<file path="src/rtl/nrisc_ula_pkg.sv">
// Shared definitions for the NRISC ULA command sequencer: opcodes, flag
// bit positions, sequencer state encoding and opcode classification helpers.
package nrisc_ula_pkg;

    localparam logic [3:0] OP_ADD = 4'b0000;
    localparam logic [3:0] OP_SUB = 4'b0001;
    localparam logic [3:0] OP_AND = 4'b0010;
    localparam logic [3:0] OP_OR  = 4'b0011;
    localparam logic [3:0] OP_XOR = 4'b0100;
    localparam logic [3:0] OP_SHR = 4'b0101;
    localparam logic [3:0] OP_RTR = 4'b1101;
    localparam logic [3:0] OP_SHL = 4'b0110;
    localparam logic [3:0] OP_RTL = 4'b1110;
    localparam logic [3:0] OP_NOT = 4'b0111;

    localparam int FLAG_NEG   = 2;
    localparam int FLAG_ZERO  = 1;
    localparam int FLAG_CARRY = 0;

    typedef enum logic [1:0] {
        ST_IDLE = 2'b00,
        ST_EXEC = 2'b01,
        ST_DONE = 2'b10
    } state_t;

    function automatic logic is_shift(input logic [3:0] op);
        logic r;
        case (op)
            OP_SHR, OP_RTR, OP_SHL, OP_RTL: r = 1'b1;
            default:                        r = 1'b0;
        endcase
        return r;
    endfunction

    function automatic logic is_valid_op(input logic [3:0] op);
        logic r;
        case (op)
            OP_ADD, OP_SUB, OP_AND, OP_OR, OP_XOR,
            OP_SHR, OP_RTR, OP_SHL, OP_RTL, OP_NOT: r = 1'b1;
            default:                                r = 1'b0;
        endcase
        return r;
    endfunction

    // Flags of a pass-through value: only the zero bit can be set.
    function automatic logic [2:0] zero_only_flags(input logic is_zero);
        logic [2:0] f;
        f             = 3'b000;
        f[FLAG_NEG]   = 1'b0;
        f[FLAG_ZERO]  = is_zero;
        f[FLAG_CARRY] = 1'b0;
        return f;
    endfunction

endpackage

</file>
<file path="src/rtl/nrisc_ula_seq_if.sv">
// Bundle of the command, ULA-drive and result channels of the sequencer.
// slave = the sequencer itself, master = decode/ULA/consumer environment.
interface nrisc_ula_seq_if #(
    parameter int TAM  = 16,
    parameter int CNTW = 4
) ();
    logic            cmd_valid;
    logic            cmd_ready;
    logic [3:0]      cmd_op;
    logic            cmd_incdec;
    logic [CNTW-1:0] cmd_cnt;
    logic [TAM-1:0]  cmd_a;
    logic [TAM-1:0]  cmd_b;

    logic [TAM-1:0]  ula_a;
    logic [TAM-1:0]  ula_b;
    logic [3:0]      ula_ctrl;
    logic            ula_incdec;
    logic [TAM-1:0]  ula_out;
    logic [2:0]      ula_flags;

    logic            res_valid;
    logic            res_ready;
    logic [TAM-1:0]  res_data;
    logic [2:0]      res_flags;
    logic            res_err;
    logic [2:0]      flag_q;

    modport slave (
        input  cmd_valid, cmd_op, cmd_incdec, cmd_cnt, cmd_a, cmd_b,
        output cmd_ready,
        output ula_a, ula_b, ula_ctrl, ula_incdec,
        input  ula_out, ula_flags,
        output res_valid, res_data, res_flags, res_err, flag_q,
        input  res_ready
    );

    modport master (
        output cmd_valid, cmd_op, cmd_incdec, cmd_cnt, cmd_a, cmd_b,
        input  cmd_ready,
        input  ula_a, ula_b, ula_ctrl, ula_incdec,
        output ula_out, ula_flags,
        input  res_valid, res_data, res_flags, res_err, flag_q,
        output res_ready
    );
endinterface

</file>
<file path="src/rtl/nrisc_ula_seq.sv">
// Command-side sequencer for the NRISC ULA: registers ULA inputs, iterates
// multi-bit shifts/rotates one bit per cycle, and returns results with flags.
module nrisc_ula_seq
    import nrisc_ula_pkg::*;
#(
    parameter int TAM  = 16,
    parameter int CNTW = 4
) (
    input  logic            i_clk,
    input  logic            i_rst,
    nrisc_ula_seq_if.slave  bus
);

    localparam logic [CNTW-1:0] CNT_ZERO = {CNTW{1'b0}};
    localparam logic [CNTW-1:0] CNT_ONE  = {{(CNTW-1){1'b0}}, 1'b1};
    localparam logic [TAM-1:0]  TAM_ONE  = {{(TAM-1){1'b0}}, 1'b1};

    state_t          r_state;
    logic [TAM-1:0]  r_ula_a;
    logic [TAM-1:0]  r_ula_b;
    logic [3:0]      r_ula_ctrl;
    logic            r_ula_incdec;
    logic [CNTW-1:0] r_cnt;
    logic            r_res_valid;
    logic [TAM-1:0]  r_res_data;
    logic [2:0]      r_res_flags;
    logic            r_res_err;
    logic [2:0]      r_flag_q;

    logic w_cmd_ready;
    logic w_accept;
    logic w_op_valid;
    logic w_op_shift;
    logic w_use_incdec;
    logic w_cnt_zero;

    // Command decode; ready depends on live reset so it drops inside reset.
    always_comb begin
        w_cmd_ready  = (r_state == ST_IDLE) && i_rst;
        w_accept     = bus.cmd_valid && w_cmd_ready;
        w_op_valid   = is_valid_op(bus.cmd_op);
        w_op_shift   = is_shift(bus.cmd_op);
        w_use_incdec = bus.cmd_incdec &&
                       ((bus.cmd_op == OP_ADD) || (bus.cmd_op == OP_SUB));
        w_cnt_zero   = (bus.cmd_cnt == CNT_ZERO);
    end

    // Sequencer FSM with all registered outputs.
    always_ff @(posedge i_clk) begin
        if (!i_rst) begin
            r_state      <= ST_IDLE;
            r_ula_a      <= '0;
            r_ula_b      <= '0;
            r_ula_ctrl   <= 4'b0000;
            r_ula_incdec <= 1'b0;
            r_cnt        <= CNT_ZERO;
            r_res_valid  <= 1'b0;
            r_res_data   <= '0;
            r_res_flags  <= 3'b000;
            r_res_err    <= 1'b0;
            r_flag_q     <= 3'b000;
        end else begin
            case (r_state)
                ST_IDLE: begin
                    if (w_accept) begin
                        if (!w_op_valid) begin
                            r_res_data  <= '0;
                            r_res_flags <= 3'b000;
                            r_res_err   <= 1'b1;
                            r_res_valid <= 1'b1;
                            r_state     <= ST_DONE;
                        end else if (w_op_shift && w_cnt_zero) begin
                            // Zero-length shift bypasses the ULA entirely.
                            r_res_data  <= bus.cmd_a;
                            r_res_flags <= zero_only_flags(bus.cmd_a == '0);
                            r_res_err   <= 1'b0;
                            r_res_valid <= 1'b1;
                            r_state     <= ST_DONE;
                        end else begin
                            r_ula_a    <= bus.cmd_a;
                            r_ula_ctrl <= bus.cmd_op;
                            if (w_use_incdec) begin
                                r_ula_b      <= TAM_ONE;
                                r_ula_incdec <= 1'b1;
                            end else begin
                                r_ula_b      <= bus.cmd_b;
                                r_ula_incdec <= 1'b0;
                            end
                            r_cnt     <= w_op_shift ? bus.cmd_cnt : CNT_ONE;
                            r_res_err <= 1'b0;
                            r_state   <= ST_EXEC;
                        end
                    end
                end
                ST_EXEC: begin
                    r_res_data  <= bus.ula_out;
                    r_res_flags <= bus.ula_flags;
                    r_cnt       <= r_cnt - CNT_ONE;
                    if (r_cnt > CNT_ONE) begin
                        // Feed the partial result back for the next single-bit step.
                        r_ula_a <= bus.ula_out;
                    end else begin
                        r_flag_q    <= bus.ula_flags;
                        r_res_valid <= 1'b1;
                        r_state     <= ST_DONE;
                    end
                end
                ST_DONE: begin
                    if (bus.res_ready) begin
                        r_res_valid <= 1'b0;
                        r_state     <= ST_IDLE;
                    end
                end
                default: begin
                    r_res_valid <= 1'b0;
                    r_state     <= ST_IDLE;
                end
            endcase
        end
    end

    assign bus.cmd_ready  = w_cmd_ready;
    assign bus.ula_a      = r_ula_a;
    assign bus.ula_b      = r_ula_b;
    assign bus.ula_ctrl   = r_ula_ctrl;
    assign bus.ula_incdec = r_ula_incdec;
    assign bus.res_valid  = r_res_valid;
    assign bus.res_data   = r_res_data;
    assign bus.res_flags  = r_res_flags;
    assign bus.res_err    = r_res_err;
    assign bus.flag_q     = r_flag_q;

endmodule

</file>
<file path="src/flat_wrapper.sv">
// flat-port wrapper written by rule: the top's interface ports become plain ports
module nrisc_ula_seq_flat import nrisc_ula_pkg::*;
#(
    parameter int TAM  = 16,
    parameter int CNTW = 4
)
  (i_clk, i_rst, bus_cmd_valid, bus_cmd_op, bus_cmd_incdec, bus_cmd_cnt, bus_cmd_a, bus_cmd_b, bus_cmd_ready, bus_ula_a, bus_ula_b, bus_ula_ctrl, bus_ula_incdec, bus_ula_out, bus_ula_flags, bus_res_valid, bus_res_data, bus_res_flags, bus_res_err, bus_flag_q, bus_res_ready);
  nrisc_ula_seq_if #(.TAM(TAM), .CNTW(CNTW)) bus_i ();
  input  logic i_clk;
  input  logic i_rst;
  input wire logic [$bits(bus_i.cmd_valid)-1:0] bus_cmd_valid;
  input wire logic [$bits(bus_i.cmd_op)-1:0] bus_cmd_op;
  input wire logic [$bits(bus_i.cmd_incdec)-1:0] bus_cmd_incdec;
  input wire logic [$bits(bus_i.cmd_cnt)-1:0] bus_cmd_cnt;
  input wire logic [$bits(bus_i.cmd_a)-1:0] bus_cmd_a;
  input wire logic [$bits(bus_i.cmd_b)-1:0] bus_cmd_b;
  output wire logic [$bits(bus_i.cmd_ready)-1:0] bus_cmd_ready;
  output wire logic [$bits(bus_i.ula_a)-1:0] bus_ula_a;
  output wire logic [$bits(bus_i.ula_b)-1:0] bus_ula_b;
  output wire logic [$bits(bus_i.ula_ctrl)-1:0] bus_ula_ctrl;
  output wire logic [$bits(bus_i.ula_incdec)-1:0] bus_ula_incdec;
  input wire logic [$bits(bus_i.ula_out)-1:0] bus_ula_out;
  input wire logic [$bits(bus_i.ula_flags)-1:0] bus_ula_flags;
  output wire logic [$bits(bus_i.res_valid)-1:0] bus_res_valid;
  output wire logic [$bits(bus_i.res_data)-1:0] bus_res_data;
  output wire logic [$bits(bus_i.res_flags)-1:0] bus_res_flags;
  output wire logic [$bits(bus_i.res_err)-1:0] bus_res_err;
  output wire logic [$bits(bus_i.flag_q)-1:0] bus_flag_q;
  input wire logic [$bits(bus_i.res_ready)-1:0] bus_res_ready;
  assign bus_i.cmd_valid = bus_cmd_valid;
  assign bus_i.cmd_op = bus_cmd_op;
  assign bus_i.cmd_incdec = bus_cmd_incdec;
  assign bus_i.cmd_cnt = bus_cmd_cnt;
  assign bus_i.cmd_a = bus_cmd_a;
  assign bus_i.cmd_b = bus_cmd_b;
  assign bus_cmd_ready = bus_i.cmd_ready;
  assign bus_ula_a = bus_i.ula_a;
  assign bus_ula_b = bus_i.ula_b;
  assign bus_ula_ctrl = bus_i.ula_ctrl;
  assign bus_ula_incdec = bus_i.ula_incdec;
  assign bus_i.ula_out = bus_ula_out;
  assign bus_i.ula_flags = bus_ula_flags;
  assign bus_res_valid = bus_i.res_valid;
  assign bus_res_data = bus_i.res_data;
  assign bus_res_flags = bus_i.res_flags;
  assign bus_res_err = bus_i.res_err;
  assign bus_flag_q = bus_i.flag_q;
  assign bus_i.res_ready = bus_res_ready;
  nrisc_ula_seq #(.TAM(TAM), .CNTW(CNTW)) u_core (.i_clk(i_clk), .i_rst(i_rst), .bus(bus_i));
endmodule
</file>
<file path="config.mk">
export PLATFORM = sky130hd
export DESIGN_NAME = nrisc_ula_seq_flat
export DESIGN_NICKNAME = d
export VERILOG_FILES = /design/src/rtl/nrisc_ula_pkg.sv /design/src/rtl/nrisc_ula_seq_if.sv /design/src/rtl/nrisc_ula_seq.sv /design/src/flat_wrapper.sv
export SDC_FILE = /design/constraint.sdc
export NUM_CORES = 1
export LEC_CHECK = 0
export CAP_MARGIN = 20
export CORE_MARGIN = 4
export CORE_UTILIZATION = 48
export CTS_BUF_LIST = sky130_fd_sc_hd__clkbuf_8
export DETAILED_ROUTE_END_ITERATION = 6
export GPL_ROUTABILITY_DRIVEN = 0
export PLACE_DENSITY = 0.91
export SETUP_SLACK_MARGIN = 0.4
export SYNTH_ARGS = -nofsm -noshare
export SYNTH_HDL_FRONTEND = slang
export SYNTH_SLANG_ARGS = --single-unit
</file>
<file path="constraint.sdc">
create_clock -name i_clk -period 2.9 [get_ports i_clk]
set_input_delay 0.58 -clock i_clk [delete_from_list [all_inputs] [get_ports i_clk]]
set_output_delay 0.58 -clock i_clk [all_outputs]
set_load 0.02 [all_outputs]
</file>
==> impl_results.md, run 1 <==
- Top sig layer: met4
- Top cell type's share of synthesized area: 0.433
- Least-Margin Pin Slew: 0.779 ns
- Synth Area per Inst: 9.68 sq um
- Top FF cell, synth: dfxtp_1
- FF+latch count, synth: 67
- Period utilization: 0.825
- CTS H-Tree Depth: 3
- Slowest cell on crit path: clkdlybuf4s50_1
- P&R area growth vs syn: 49.0%
- Cell-internal power: 0.00188 W
- Critical path class: input pin to register
- Status: complete, no violations
- Total Routing Usage GR: 0.224
- Final Skew: 0.00480 ns
- Post-route minimum period: 2.39 ns
- Starting Density: 0.491
- Ranking of synthesized cells by area: dfxtp_1, a311oi_2, nor2_1
- CTS Sinks: 67
- CP startpoint kind: input pin
- Wire per inst: 16.9 um
- Sequential Area: 1340 sq um
- LEAKAGE: 1.71 nW
- Min-Delay Path Class: register to register
- Port buffer count: 125
- Avg Vias per Cell: 5.58
- CP delay by family, top: buffers and inverters
- CTS tree: yes
- Initial antenna violation count: 0
- Number of max-cap violations: 0
- CP max FO: 11
- Pwr per Cell Area: 604 nW/um^2
- Area leader, netlist: dfxtp_1
- Distinct cells, synth: 50
- Multi-input gate area: 1620 sq um
- Met3 WL post-DR: 586 um
- Core area: 6310 sq um
- Post-Syn Nets: 389
- Vias in the first global route: 2837
- Drt first pass iters: 4
- Met1 wire length: 3570 um
- Die Footprint: 7800 sq um
- Synth warnings: 0
- Fmax: 418 MHz
- DR iter-0 viols: 137
- IO Count: 126
- Ant. Diodes: 0
- GR Overflow Total: 0
- RSZ-0062 raised after global routing: yes
- Setup-failing EPs final: 0
- Cell area after synthesis: 3100 sq um
- CP endpoint kind: register
- Net Sw Frac: 0.326
- Clk slew on worst S/H paths: 0.07 ns
- HPWL Detailed: 6580 um
- Worst path max stage delay: 0.50 ns
- DR vias: 2923
- Wirelength, routed: 8850 um
- Hold Fails Final Rpt: 0
- FP Rows: 29
- Pin count of the biggest net entering global routing: 46
- Height of the chip: 88.3 um
- # fillers: 485
- CTS root buf: clkbuf_8
- Post-synth EDFFs: 0
- Clock Power Share: 0.264
- Share of cells above drive strength 1: 0.150
- Worst relative slew slack: 0.476
- Min Hold Slack: 0.475 ns
- Async SR Flop Fraction: 0
- Final WS setup: 0.507 ns
- Pwr Total: 0.00279 W
- Mapped Cells: 320
- Max IR drop VDD: 426 uV
- Most frequent CP cell: buf_4
- Post-route DRC violation count: 0
- Die X: 88.3 um
- Cts bufs inserted: 9
- CTS hold repair buffers: 0
- Final core occ: 0.731
- Post-route ant nets: 0
- CP cell instances: clkdlybuf4s50_1, inv_1, ha_1, a21boi_1, buf_4, nor2_1, buf_4, nand2_1, a311oi_2
- Register area share after synthesis: 0.433
- Final nets: 513
- Logic gate share of total power: 0.343
- Bufs and invs on worst path: 4
- Required time worst endpoint: 3.15 ns
- Pre-CTS setup slack: -0.0604 ns
- Sequential power share: 0.393
- Clk_lat worst skew: 0.33 ns
- Net switching power: 0.000910 W
- Max-slew violation count: 0
- First-pass GRT wire length: 13700 um
- Max Root-Sink Buffers: 2
- Endpoint arrival time on the critical path: 2.64 ns
- Met2 WL post-DR: 4470 um
cell usage after synthesis, drive strengths merged, types with 6 or more instances:
cell type and instances:
dfxtp 67, nor3 6, nor2 51, nand2 49
a21oi 8, a22o 15, mux2i 7, a311oi 28
o21ai 9, buf 15, clkbuf 8, inv 8
cells by family after synthesis:
group	synth area share
xor gates and xnor gates	0.00283
AOI/OAI and AO/OA	0.282
muxes	0.0226
adders and majority gates	0.0202
DFF	0.433
and+or+nand+nor	0.186
buffers and inverters	0.0537
worst min-delay path, cell delays in order (launching register included):
cell	delay, ns
dfxtp_1	0.31
nand3_1	0.05
o21ai_0	0.06
final cells by class:
cell class,instances,share of cell area
Multi-Input combinational cell,222,0.351
Clock buffer,10,0.0298
Clock inverter,4,0.00949
Sequential cell,67,0.291
Tap cell,77,0.0209
Timing Repair Buffer,136,0.291
Inverter,8,0.00650
per-layer routing:
metal  GRT usage  vias up
met2       0.394      117
met1       0.269     1377
li1            -     1411
met5           0        -
met4      0.0824        0
met3      0.0456       18
path summary, 6_finish.rpt:
| check | end | slack (ns) | cells after the start | start |
|---|---|---|---|---|
| max reg2reg | u_core.r_state[0]$_SDFFE_PN0P_ | 0.79 | 7 | u_core.r_cnt[0]$_SDFFE_PN0P_ |
| max | u_core.bus.res_data[4]$_SDFFE_PN0P_ | 0.51 | 9 | bus_cmd_op[1] |
| min reg2reg | u_core.bus.res_valid$_SDFFE_PN0P_ | 0.48 | 2 | u_core.bus.res_valid$_SDFFE_PN0P_ |
| min | u_core.bus.res_valid$_SDFFE_PN0P_ | 0.48 | 2 | u_core.bus.res_valid$_SDFFE_PN0P_ |
timing repair:
action	CTS	global route
buffers inserted	0	0
gates resized for setup	3	4
pin swaps	0	0
setup endpoints to repair	16	20
hold endpoints to repair	0	0
cells in the final DEF (no fill, tap or decap), drive strengths merged, types with 2 or more instances in the layout:
cell           Yosys  layout
a22o              15      15
nand4              2       2
and3               2       2
nand3              2       2
o311ai             2       2
a22oi              5       5
clkinv             0       2
nor4               5       5
nor2b              2       2
mux2i              7       7
inv                8       9
nor2              51      51
o21ai              9       9
clkbuf             8      10
a21oi              8       8
nor3               6       6
buf               15      11
clkdlybuf4s50      0     124
a211oi             5       5
nand2b             2       2
nand2             49      49
a311oi            28      28
ha                 5       5
dfxtp             67      67
flip-flops by register name, summed over array words and instances, names as in the netlist, 2 cells and up:
signal	flops
u_core.bus.flag_q	3
u_core.r_cnt	4
u_core.bus.ula_a	16
u_core.bus.ula_ctrl	4
u_core.bus.res_data	16
u_core.bus.ula_b	16
u_core.r_state	2
u_core.bus.res_flags	3
through the flow:
step | cells | TNS [ns] | area (sq um)
6_report | 524 | 0 | 4620
5_1_grt | 524 | 0 | 4620
4_1_cts | 524 | 0 | 4590
3_5_place_dp | 510 | -0.591 | 4410
3_3_place_gp | 510 | 0 | 4410
2_1_floorplan | 320 | 0 | 3100
power groups by stage:
| stage | Sequential, W | Combinational (W) | Clock, W |
|---|---|---|---|
| 2_1_floorplan | 0.00122 | 0.000462 | 0 |
| 3_3_place_gp | 0.00111 | 0.000928 | 0 |
| 3_5_place_dp | 0.00112 | 0.000951 | 0 |
| 4_1_cts | 0.00110 | 0.000953 | 0.000746 |
| 5_1_grt | 0.00111 | 0.00103 | 0.000791 |
| 6_report | 0.00110 | 0.000956 | 0.000736 |
(Power assumes the default switching activity.)
==> inputs of run 2 (changes only) <==
--- a/config.mk
+++ b/config.mk
@@ -7,11 +7,11 @@
 export LEC_CHECK = 0
 export CAP_MARGIN = 20
 export CORE_MARGIN = 4
-export CORE_UTILIZATION = 48
+export CORE_UTILIZATION = 45
 export CTS_BUF_LIST = sky130_fd_sc_hd__clkbuf_8
 export DETAILED_ROUTE_END_ITERATION = 6
 export GPL_ROUTABILITY_DRIVEN = 0
-export PLACE_DENSITY = 0.91
+export PLACE_DENSITY = 0.86
 export SETUP_SLACK_MARGIN = 0.4
 export SYNTH_ARGS = -nofsm -noshare
 export SYNTH_HDL_FRONTEND = slang
==> constraint.sdc (replaced) <==
create_clock -name i_clk -period 2.43 [get_ports i_clk]
set_input_delay 0.486 -clock i_clk [delete_from_list [all_inputs] [get_ports i_clk]]
set_output_delay 0.486 -clock i_clk [all_outputs]
set_load 0.02 [all_outputs]
==> run 2 against run 1 <==
  * Register-to-register slack worse by 0.23 ns
  * Combinational power up 32%
  * Hold slack lost 0.0032 ns
  * Setup slack worse by 0.086 ns
  * First-iteration DRC count fell by 6.6%
  * Cell area is 7.0% higher
  * Critical path type unchanged
==> impl_results.md, run 2 (synthesized netlist as in run 1, its figures left out) <==
- GR Overflow Total: 0
- Pin count of the biggest net entering global routing: 46
- Pwr per Cell Area: 732 nW/um^2
- RSZ-0062 raised after global routing: yes
- CP endpoint kind: register
- Clk slew on worst S/H paths: 0.08 ns
- DR vias: 3050
- Die Footprint: 8280 sq um
- CTS root buf: clkbuf_8
- Final Skew: 0.00954 ns
- CP max FO: 11
- Required time worst endpoint: 2.62 ns
- Most frequent cells in the layout: clkdlybuf4s50_1, dfxtp_1, nor2_1
- Initial antenna violation count: 0
- LEAKAGE: 1.87 nW
- IO Count: 126
- CTS H-Tree Depth: 3
- Max IR drop VDD: 433 uV
- Final nets: 536
- Worst relative slew slack: 0.563
- Worst path max stage delay: 0.43 ns
- Post-route DRC violation count: 0
- Status: complete, no violations
- Endpoint arrival time on the critical path: 2.20 ns
- Max-slew violation count: 0
- Commonest non-fill, non-tap cell in the layout: clkdlybuf4s50_1
- Cts bufs inserted: 9
- P&R area growth vs syn: 59.5%
- Drt first pass iters: 4
- Avg Vias per Cell: 5.56
- CTS tree: yes
- Worst R2R Path Depth: 7
- Critical path class: input pin to register
- Pre-CTS setup slack: -0.345 ns
- Period utilization: 0.827
- Slowest cell on crit path: or3_4
- CTS Sinks: 67
- Min-Delay Path Class: register to register
- Wirelength, routed: 9620 um
- Total Routing Usage GR: 0.225
- Core area: 6530 sq um
- Post-route minimum period: 2.01 ns
- Number of max-cap violations: 0
- Min Hold Slack: 0.472 ns
- Top sig layer: met4
- FP Rows: 29
- Height of the chip: 91.0 um
- Clk_lat worst skew: 0.33 ns
- Pwr Total: 0.00362 W
- Ant. Diodes: 0
- Post-route ant nets: 0
- HPWL Detailed: 6850 um
- Final WS setup: 0.421 ns
- DR iter-0 viols: 128
- Final core occ: 0.757
- Starting Density: 0.474
- Share of cells above drive strength 1: 0.212
- First-pass GRT wire length: 15100 um
- Port buffer count: 125
- CTS hold repair buffers: 0
- Met2 WL post-DR: 4960 um
- Met1 wire length: 4010 um
- Setup-failing EPs final: 0
- Least-Margin Pin Slew: 0.656 ns
- Hold Fails Final Rpt: 0
- Vias in the first global route: 3032
- Fmax: 498 MHz
- Die X: 91.0 um
- Max Root-Sink Buffers: 2
- Wire per inst: 17.5 um
- Met3 WL post-DR: 485 um
- Hold path cells: 1
- Setup TNS: 0 ns
- CP startpoint kind: input pin
- CP cell instances: dlygate4sd2_1, or3_4, o311a_4, nor2_8, buf_12, buf_16, buf_4, a311oi_2
run 2: cell count changes in the layout (fill, tap and decap cells not counted), moves of 2 or more:
cell,delta
buf_12,+4
inv_2,+2
clkdlybuf4s50_1,-7
buf_6,+2
inv_1,-3
ha_4,+2
buf_4,+15
dlygate4sd2_1,+4
ha_1,-2
clkinvlp_4,+2
buf_16,+2
run 2: power by group:
| part | switching (W) | internal (W) |
|---|---|---|
| Sequential | 0.0000844 | 0.00123 |
| Clock | 0.000437 | 0.000606 |
| Combinational | 0.000641 | 0.000622 |
| Total | 0.00116 | 0.00246 |
run 2: metrics by stage:
stage,cell area [sq um],instances
3_3_place_gp,4530,523
3_5_place_dp,4530,523
5_1_grt,4940,549
6_report,4940,549
2_1_floorplan,3100,320
4_1_cts,4920,546
run 2: cell type report:
cell class / instances / area (sq um)
Clock buffer: 10 / 138
Clock inverter: 6 / 88.8
Fill cell: 450 / 1590
Inverter: 8 / 30.0
Multi-Input combinational cell: 222 / 1640
Sequential cell: 67 / 1340
Tap cell: 77 / 96.3
Timing Repair Buffer: 159 / 1610
run 2: worst paths after layout:
kind / slack, ns / start / endpoint
max: 0.42 / bus_cmd_cnt[3] / u_core.bus.res_data[5]$_SDFFE_PN0P_
min: 0.47 / u_core.bus.ula_b[13]$_SDFFE_PN0P_ / u_core.bus.ula_b[13]$_SDFFE_PN0P_
max reg2reg: 0.56 / u_core.r_cnt[0]$_SDFFE_PN0P_ / u_core.r_state[0]$_SDFFE_PN0P_
min reg2reg: 0.47 / u_core.bus.ula_b[13]$_SDFFE_PN0P_ / u_core.bus.ula_b[13]$_SDFFE_PN0P_
run 2: worst max-delay path: cells and delay by family:
family          cells  cell delay [ns]
simple gates        2             0.61
buf+inv             4             0.62
compound gates      2             0.47
run 2: per-layer routing:
metal / vias up / track usage
met2: 101 / 0.399
met3: 14 / 0.0587
met4: 0 / 0.0691
li1: 1456 / -
met1: 1479 / 0.265
met5: - / 0
run 2: timing repair:
item                       4_1_cts  5_1_grt
resized for setup               27        3
setup buffers                    4        3
gates cloned                     3        0
setup endpoints to repair       61       30
pin swaps                        3        7
